==> src/rtl/id_ex_stage.sv <==
// ID/EX pipeline register with EX/MEM and WB operand forwarding and load-use detection.
// One cycle capture latency; stall holds every register, flush inserts a bubble.
module id_ex_stage #(
   parameter int XLEN = 32
) (
   input  logic            clk,
   input  logic            rst,
   input  logic            stall,
   input  logic            flush,
   input  logic            id_valid,
   input  logic [4:0]      id_rs1_addr,
   input  logic [4:0]      id_rs2_addr,
   input  logic [4:0]      id_rd_addr,
   input  logic [XLEN-1:0] id_rs1_data,
   input  logic [XLEN-1:0] id_rs2_data,
   input  logic [XLEN-1:0] id_imm,
   input  logic [3:0]      id_alu_decode,
   input  logic            id_use_imm,
   input  logic            id_reg_write,
   input  logic            id_mem_read,
   input  logic            id_branch,
   input  logic [4:0]      exm_rd_addr,
   input  logic            exm_reg_write,
   input  logic [XLEN-1:0] exm_result,
   input  logic [4:0]      wb_rd_addr,
   input  logic            wb_reg_write,
   input  logic [XLEN-1:0] wb_data,
   output logic [XLEN-1:0] rda,
   output logic [XLEN-1:0] rdx,
   output logic [3:0]      alu_decode,
   output logic [XLEN-1:0] store_data,
   output logic            ex_valid,
   output logic            ex_reg_write,
   output logic            ex_mem_read,
   output logic            ex_branch,
   output logic [4:0]      ex_rd_addr,
   output logic            load_use_hazard
);

   localparam logic [3:0] ALU_ADD = 4'b0010;

   logic [4:0]      rs1_addr;
   logic [4:0]      rs2_addr;
   logic [XLEN-1:0] rs1_data;
   logic [XLEN-1:0] rs2_data;
   logic [XLEN-1:0] imm;
   logic            use_imm;

   // Data registers are left untouched by a flush; only the control bits matter for a bubble.
   always_ff @(posedge clk) begin
      if (rst) begin
         ex_valid     <= 1'b0;
         ex_reg_write <= 1'b0;
         ex_mem_read  <= 1'b0;
         ex_branch    <= 1'b0;
         ex_rd_addr   <= 5'd0;
         alu_decode   <= ALU_ADD;
         rs1_addr     <= 5'd0;
         rs2_addr     <= 5'd0;
         rs1_data     <= '0;
         rs2_data     <= '0;
         imm          <= '0;
         use_imm      <= 1'b0;
      end else if (flush) begin
         ex_valid     <= 1'b0;
         ex_reg_write <= 1'b0;
         ex_mem_read  <= 1'b0;
         ex_branch    <= 1'b0;
         alu_decode   <= ALU_ADD;
      end else if (!stall) begin
         ex_valid     <= id_valid;
         ex_reg_write <= id_valid & id_reg_write;
         ex_mem_read  <= id_valid & id_mem_read;
         ex_branch    <= id_valid & id_branch;
         ex_rd_addr   <= id_rd_addr;
         alu_decode   <= id_alu_decode;
         rs1_addr     <= id_rs1_addr;
         rs2_addr     <= id_rs2_addr;
         rs1_data     <= id_rs1_data;
         rs2_data     <= id_rs2_data;
         imm          <= id_imm;
         use_imm      <= id_use_imm;
      end
   end

   // EX/MEM wins over WB; x0 is never forwarded.
   function automatic logic [XLEN-1:0] fwd(input logic [4:0] addr, input logic [XLEN-1:0] data,
                                           input logic [4:0] e_rd, input logic e_we,
                                           input logic [XLEN-1:0] e_res, input logic [4:0] w_rd,
                                           input logic w_we, input logic [XLEN-1:0] w_dat);
      if (addr != 5'd0 && e_we && e_rd == addr) return e_res;
      if (addr != 5'd0 && w_we && w_rd == addr) return w_dat;
      return data;
   endfunction

   always_comb begin
      rda        = fwd(rs1_addr, rs1_data, exm_rd_addr, exm_reg_write, exm_result,
                       wb_rd_addr, wb_reg_write, wb_data);
      store_data = fwd(rs2_addr, rs2_data, exm_rd_addr, exm_reg_write, exm_result,
                       wb_rd_addr, wb_reg_write, wb_data);
      rdx        = use_imm ? imm : store_data;
   end

   assign load_use_hazard = ex_valid & ex_mem_read & (ex_rd_addr != 5'd0) & id_valid &
                            ((ex_rd_addr == id_rs1_addr) | (ex_rd_addr == id_rs2_addr));

endmodule
==> config.mk <==
export PLATFORM = sky130hd
export DESIGN_NAME = id_ex_stage
export DESIGN_NICKNAME = d
export VERILOG_FILES = /design/src/rtl/id_ex_stage.sv
export SDC_FILE = /design/constraint.sdc
export NUM_CORES = 1
export LEC_CHECK = 0
export ABC_AREA = 1
export CAP_MARGIN = 25
export CELL_PAD_IN_SITES_DETAIL_PLACEMENT = 0
export CELL_PAD_IN_SITES_GLOBAL_PLACEMENT = 1
export CORE_MARGIN = 3
export CORE_UTILIZATION = 29
export CTS_CLUSTER_SIZE = 20
export DETAILED_ROUTE_END_ITERATION = 16
export PLACE_DENSITY = 0.79
export SYNTH_ARGS = -nofsm -noshare
export SYNTH_HDL_FRONTEND = slang
export SYNTH_SLANG_ARGS = --single-unit
==> constraint.sdc <==
create_clock -name clk -period 1.7 [get_ports clk]
set_input_delay 0.17 -clock clk [delete_from_list [all_inputs] [get_ports clk]]
set_output_delay 0.17 -clock clk [all_outputs]
set_load 0.05 [all_outputs]
==> impl_metrics.csv, run 1 <==
group,metric,value,unit
status,status,"finished, violations left",
status,violations,"setup timing",
final_layout,drive_gt1_share,36.6,%
critical_path,worstSetupEndpointType,"output port",
detailed_routing,ant_nets,0,
pwr,intPower,6.95,mW
logic_synthesis,synth_area_leader_cell,"dfxtp_1",
final_layout,final_nets,1613,
clock_network,worstSkewPairLatency,0.42,ns
critical_path,worstSetupStartpoint,"rs2_addr[2]$_SDFFE_PP0P_",
floorplan,coreArea,0.0244,mm2
critical_path,crit_path_end,"rdx[17]",
pwr,combPwrFrac,35.9,%
logic_synthesis,synth_top_cells_by_area,"dfxtp_1 (33%), nand2_1 (9.9%), o21ai_0 (7.8%)",
floorplan,num_rows,57,
global_routing,grt_pass1_vias,8473,
logic_synthesis,async_flop_share,0,%
global_routing,antenna_found_initial,3,
timing,fin_ws,-0.605,ns
global_routing,grt-ovfl-total,0,
clock_network,cts.clk_slew.worst_paths,0.06,ns
logic_synthesis,yosysSeqAreaShare,33.3,%
critical_path,timing.rr.end,"rs1_addr[1]$_SDFFE_PP0P_",
logic_synthesis,ys.flop_type,"dfxtp_1",
timing,drv_slew,0,
logic_synthesis,synthesis.area,0.00721,mm2
critical_path,worstPathRequired,1.53,ns
timing,worst_slew_pin_slew,0.515,ns
logic_synthesis,synth_top_area_share,33.3,%
timing,finalHoldViolCount,0,
critical_path,start_kind,"register",
global_routing,grt_max_degree,77,
detailed_routing,drc,0,
hold_path,worstHoldStart,"id_alu_decode[0]",
clock_network,htreeDepth,4,
critical_path,crit_path_max_fanout,11,
logic_synthesis,synth_edf_count,0,
placement,place_congestion,0.888,
timing,final.setup.tns,-52.87,ns
floorplan,die_w,164,um
pwr,power_density,744,mW/mm2
critical_path,arrival,2.14,ns
final_layout,fillCellCount,2155,
pwr,p_clk_share,34.6,%
logic_synthesis,syn_area_per_cell,6.76,um2
floorplan,die_h,164,um
timing,slew_headroom,65.8,%
critical_path,path_class,"register to output port",
logic_synthesis,synth_nets,1267,
detailed_routing,routed_wl,34.5,mm
placement,dpl.hpwl,21.9,mm
pwr,switching_share,34.3,%
pwr,irDropWorstVdd,0.521,mV
timing,fmax,0.434,GHz
timing,rsz0062_at_grt,"yes",
logic_synthesis,yosysUniqueCellTypes,31,
critical_path,worstRegToRegCells,5,
clock_network,cts-root-buf,"clkbuf_16",
detailed_routing,dr_total_vias,8681,
pwr,power_frac_seq,29.5,%
logic_synthesis,yosysWarnings,0,
pwr,cellLeakagePower,6.13,nW
final_layout,syn_to_final_growth,97.0,%
logic_synthesis,syn_inst,1067,
timing,period_needed,2.31,ns
timing,period_share,136,%
logic_synthesis,synth_seq_cells,120,
floorplan,dieArea,0.0268,mm2
clock_network,tritoncts,"done",
logic_synthesis,synth_common_cells,"nand2_1 (190), nor2_1 (148), dfxtp_1 (120), o21ai_0 (112), nand3_1 (101)",
placement,numPortBuffers,309,
floorplan,start_util,29.6,%
detailed_routing,drt_iter0_drc,591,
clock_network,numCtsBuffers,17,
global_routing,grt_pass1_wl,47.6,mm
timing,whs,0.317,ns
clock_network,clock_path_buffers,2,
pwr,switchingPower,3.63,mW
clock_network,clock_sinks,120,
timing,finClkSkew,0,ns
job,drv_cap,0,
detailed_routing,dr.pass1.iters,5,
critical_path,regToRegSetupSlack,0.72,ns
timing,finalSetupViolCount,96,
global_routing,grt_usage,22.9,%
hold_path,hold_class,"input pin to register",
logic_synthesis,synth_most_common_cell,"nand2_1",
detailed_routing,wl_per_cell,19.7,um
detailed_routing,vias_per_cell,4.96,
critical_path,r2r-start,"rs1_addr[1]$_SDFFE_PP0P_",
floorplan,io_pins,310,
## flip-flops by register name (all words and copies together), names as in the netlist
signal and cells:
imm 32, rs1_data 32, rs2_data 32, ex_rd_addr 5, rs1_addr 5, rs2_addr 5, alu_decode 4, ex_branch 1
ex_mem_read 1, ex_reg_write 1, ex_valid 1, use_imm 1
## power by group through the flow
stage	logic [mW]	clock network [mW]	registers, mW
final	3.80	3.66	3.12
after floorplan	1.61	0	3.17
after global placement	3.05	0	3.15
after global routing	4.00	3.84	3.14
after detailed placement	3.06	0	3.15
after CTS	3.38	3.71	3.10
## worst max-delay path: stages, from the launching register on
cell       delay, ns
dfxtp_2         0.34
inv_2           0.09
buf_6           0.10
nand2_2         0.04
nand2_2         0.05
nand2_2         0.06
nor2_4          0.12
buf_12          0.14
clkbuf_16       0.17
nand3_1         0.13
nand3_4         0.12
nand3_2         0.08
nand2_2         0.12
buf_8           0.15
## kinds of logic after synthesis
group | synth area share, %
and+or+nand+nor | 39.1
AOI/OAI and AO/OA | 15.6
buffers and inverters | 10.1
DFF | 33.3
xor gates and xnor gates | 1.94
## how the worst min path moves through the flow
stage	endpoint	slack [ns]	cells after the start
floorplan	alu_decode[1]$_SDFFE_PP1N_	0.28	2
global placement	rs1_data[22]$_SDFFE_PP0P_	0.44	2
detailed placement	rs1_data[26]$_SDFFE_PP0P_	0.44	2
CTS	alu_decode[2]$_SDFFE_PP0N_	0.30	3
global route	alu_decode[0]$_SDFFE_PP0N_	0.31	3
finish	alu_decode[0]$_SDFFE_PP0N_	0.32	3
## routing by layer
metal	global-route usage, %	share of wire (%)
met4	7.30	2.3
met5	0	0.084
met3	6.66	8.4
met1	29.3	42
met2	37.2	47
## cells in the final DEF (no fill, tap or decap), types with 5 or more instances in the layout
cell	Yosys	final
nand3_2	38	61
nand3_1	101	39
nor2_1	148	145
buf_8	0	48
buf_12	0	57
nand2_1	190	120
clkdlybuf4s50_1	0	199
xor2_1	5	5
inv_1	76	73
buf_6	9	31
dfxtp_1	120	105
nand2_4	2	28
clkbuf_16	0	28
inv_2	11	8
buf_16	0	7
o21ai_4	0	31
and2_4	0	29
buf_4	10	43
dfxtp_2	0	11
nand3b_1	32	32
a21oi_1	53	49
nor2_4	4	6
clkinvlp_4	0	5
nand3_4	0	39
xnor2_1	11	8
o21ai_0	112	112
nand2_2	13	54
## cell type report
type / instances / area, um2 / area share, %
Multi-Input combinational cell: 787 / 5410 / 38.1
Timing Repair Buffer: 400 / 5030 / 35.4
Sequential cell: 120 / 2430 / 17.1
Clock buffer: 18 / 439 / 3.09
Tap cell: 324 / 405 / 2.85
Inverter: 87 / 348 / 2.45
Clock inverter: 14 / 148 / 1.04
Antenna cell: 1 / 2.50 / 0.0176
## through the flow
stage	cell area (um2)	std cells	power, mW	setup WS (ns)	util, %
floorplan	7220	1067	4.79	0.00688	-
global placement	11000	1679	6.21	-0.479	45.2
detailed placement	11000	1679	6.21	-0.486	45.2
CTS	12800	1730	10.2	-0.588	52.3
global route	14200	1751	11.0	-0.715	58.3
finish	14200	1751	10.6	-0.605	58.3
## what timing repair did
item	4_1_cts	5_1_grt
hold buffers	0	0
pin swaps	13	46
setup endpoints to repair	101	97
buffers inserted	13	7
resized for setup	201	261
cloned	6	13
(Power assumes the default switching activity.)
==> run 2: changes to the inputs <==
CORE_UTILIZATION = 23   (was 29)
CTS_CLUSTER_DIAMETER = 120   (was default)
PLACE_DENSITY = 0.65   (was 0.79)
==> impl_metrics.csv, run 2 (synthesis results as in run 1) <==
group,metric,value,unit
detailed_routing,dr.pass1.iters,5,
clock_network,cts.clk_slew.worst_paths,0.06,ns
floorplan,dieArea,0.0335,mm2
clock_network,htreeDepth,4,
detailed_routing,vias_per_cell,4.60,
detailed_routing,routed_wl,35.1,mm
floorplan,coreArea,0.0307,mm2
critical_path,critPathTopFamily,"simple AND/OR/NAND/NOR gates",
timing,drv_slew,0,
final_layout,diodes,0,
floorplan,start_util,23.5,%
detailed_routing,drc,0,
timing,fmax,0.447,GHz
status,violations,"setup timing",
critical_path,path_class,"register to output port",
final_layout,final_nets,1607,
global_routing,antenna_found_initial,2,
timing,fin_ws,-0.536,ns
critical_path,r2r-start,"rs2_addr[3]$_SDFFE_PP0P_",
clock_network,clock_sinks,120,
global_routing,grt_pass1_wl,50.2,mm
detailed_routing,wl_per_cell,19.3,um
placement,dpl.hpwl,23.8,mm
placement,numPortBuffers,309,
global_routing,grt_pass1_vias,8587,
final_layout,layout_common_cells,"clkdlybuf4s50_1 (199), nor2_1 (146), nand2_1 (117)",
pwr,cellLeakagePower,5.94,nW
critical_path,worstPathRequired,1.53,ns
clock_network,clock_path_buffers,2,
critical_path,arrival,2.07,ns
critical_path,crit_path_cell_trace,"inv_4 > nand2_2 > nand2_2 > inv_2 > nand2_2 > nor2_4 > buf_12 > nand2_8 > buf_12 > nand2_2 > nand3_2 > nand3_2 > nand2_2 > buf_8",
clock_network,tritoncts,"done",
floorplan,io_pins,310,
hold_path,worstHoldStart,"id_alu_decode[2]",
final_layout,final_util,44.8,%
clock_network,hold_buffers,0,
pwr,intPower,7.01,mW
critical_path,crit_path_max_fanout,8,
pwr,irDropWorstVdd,0.531,mV
critical_path,crit_top_cell,"nand2_2",
placement,place_congestion,0.832,
timing,rsz0062_at_grt,"yes",
detailed_routing,drt_iter0_drc,426,
final_layout,drive_gt1_share,37.4,%
timing,final.setup.tns,-48.58,ns
pwr,switchingPower,3.60,mW
timing,worst_slew_pin_slew,0.501,ns
timing,finalHoldViolCount,0,
final_layout,final_common_cell,"clkdlybuf4s50_1",
detailed_routing,ant_nets,0,
pwr,power,10.6,mW
global_routing,grt_usage,19.5,%
clock_network,numCtsBuffers,17,
timing,slew_headroom,66.8,%
detailed_routing,dr_total_vias,8346,
floorplan,die_w,183,um
hold_path,hold_class,"input pin to register",
global_routing,grt_max_degree,44,
timing,finalSetupViolCount,96,
job,drv_cap,0,
timing,whs,0.303,ns
critical_path,worstSetupEndpointType,"output port",
pwr,combPwrFrac,34.5,%
timing,finClkSkew,0,ns
pwr,power_density,770,mW/mm2
pwr,switching_share,33.9,%
final_layout,syn_to_final_growth,91.0,%
timing,period_share,132,%
critical_path,start_kind,"register",
critical_path,cp.buffers_inverters,5,
floorplan,num_rows,64,
clock_network,worstSkewPairLatency,0.42,ns
final_layout,fillCellCount,3127,
final_layout,top_regs,"imm: 32 flops, rs1_data: 32 flops, rs2_data: 32 flops",
pwr,p_clk_share,36.1,%
critical_path,critPathMaxStageDelay,0.36,ns
timing,period_needed,2.24,ns
pwr,power_frac_seq,29.4,%
status,status,"finished, violations left",
critical_path,worstSetupStartpoint,"rs2_addr[3]$_SDFFE_PP0P_",
global_routing,grt-ovfl-total,0,
clock_network,cts-root-buf,"clkbuf_16",
floorplan,die_h,183,um
critical_path,slowest_stage,"dfxtp_4",
## run 2: cell count changes in the layout (fill, tap and decap cells not counted), sizes merged
| cell | change |
|---|---|
| clkbuf | -5 |
| buf | -2 |
| bufinv | +1 |
| clkinv | -1 |
| diode | -1 |
| dlygate4sd2 | +1 |
## run 2: cell type report
cell class	count	area, um2	area share, %
clock inverters	14	173	1.25
clock buffers	18	439	3.19
repair buffers	394	4730	34.3
inverters	87	355	2.58
well taps	396	495	3.60
multi-input cells	787	5150	37.4
flip-flops and latches	120	2440	17.7
## run 2: power by group through the flow
stage	Combinational, mW	Clock [mW]	Sequential, mW
after global placement	3.10	0	3.15
after floorplan	1.61	0	3.17
after detailed placement	3.10	0	3.15
final	3.66	3.84	3.12
after global routing	3.88	4.05	3.14
after CTS	3.41	3.94	3.10
## run 2: worst min-delay path, cell delays in order
cell and delay, ns:
clkdlybuf4s50_1 0.39, nand2_1 0.06, a21oi_1 0.05
## run 2: routing by layer
layer,part of all wire [%],vias up,GRT usage [%]
met4,1.2,4,4.42
met2,47,276,32.9
met5,0.060,-,0
met3,6.6,29,5.04
met1,45,3876,25.2
li1,-,4161,-
## run 2: final timing paths
path                                      to  slack, ns  depth (start not counted)
setup / recovery                     rdx[30]      -0.54                         14
setup reg to reg    rs2_addr[3]$_SDFFE_PP0P_       0.75                          5
hold reg to reg    rs1_data[10]$_SDFFE_PP0P_       0.45                          2
hold / removal    alu_decode[2]$_SDFFE_PP0N_       0.30                          3
## run 2: timing repair
action | CTS | global route
buffers inserted | 7 | 9
gates cloned | 5 | 8
endpoints found under the setup margin | 102 | 97
pin swaps | 22 | 47
resized for setup | 219 | 198
## run 2: per-stage QoR
stage | instances | setup slack, ns | instance area [um2]
after floorplan | 1067 | 0.00688 | 7220
after global placement | 1756 | -0.523 | 11100
after detailed placement | 1756 | -0.522 | 11100
after CTS | 1800 | -0.601 | 12700
after global routing | 1816 | -0.641 | 13800
final | 1816 | -0.536 | 13800
==> run 3: changes to the inputs <==
SLEW_MARGIN = 25   (was default)
==> results of run 3 <==
The final DEF is identical to that of run 2; final timing and power are the same.
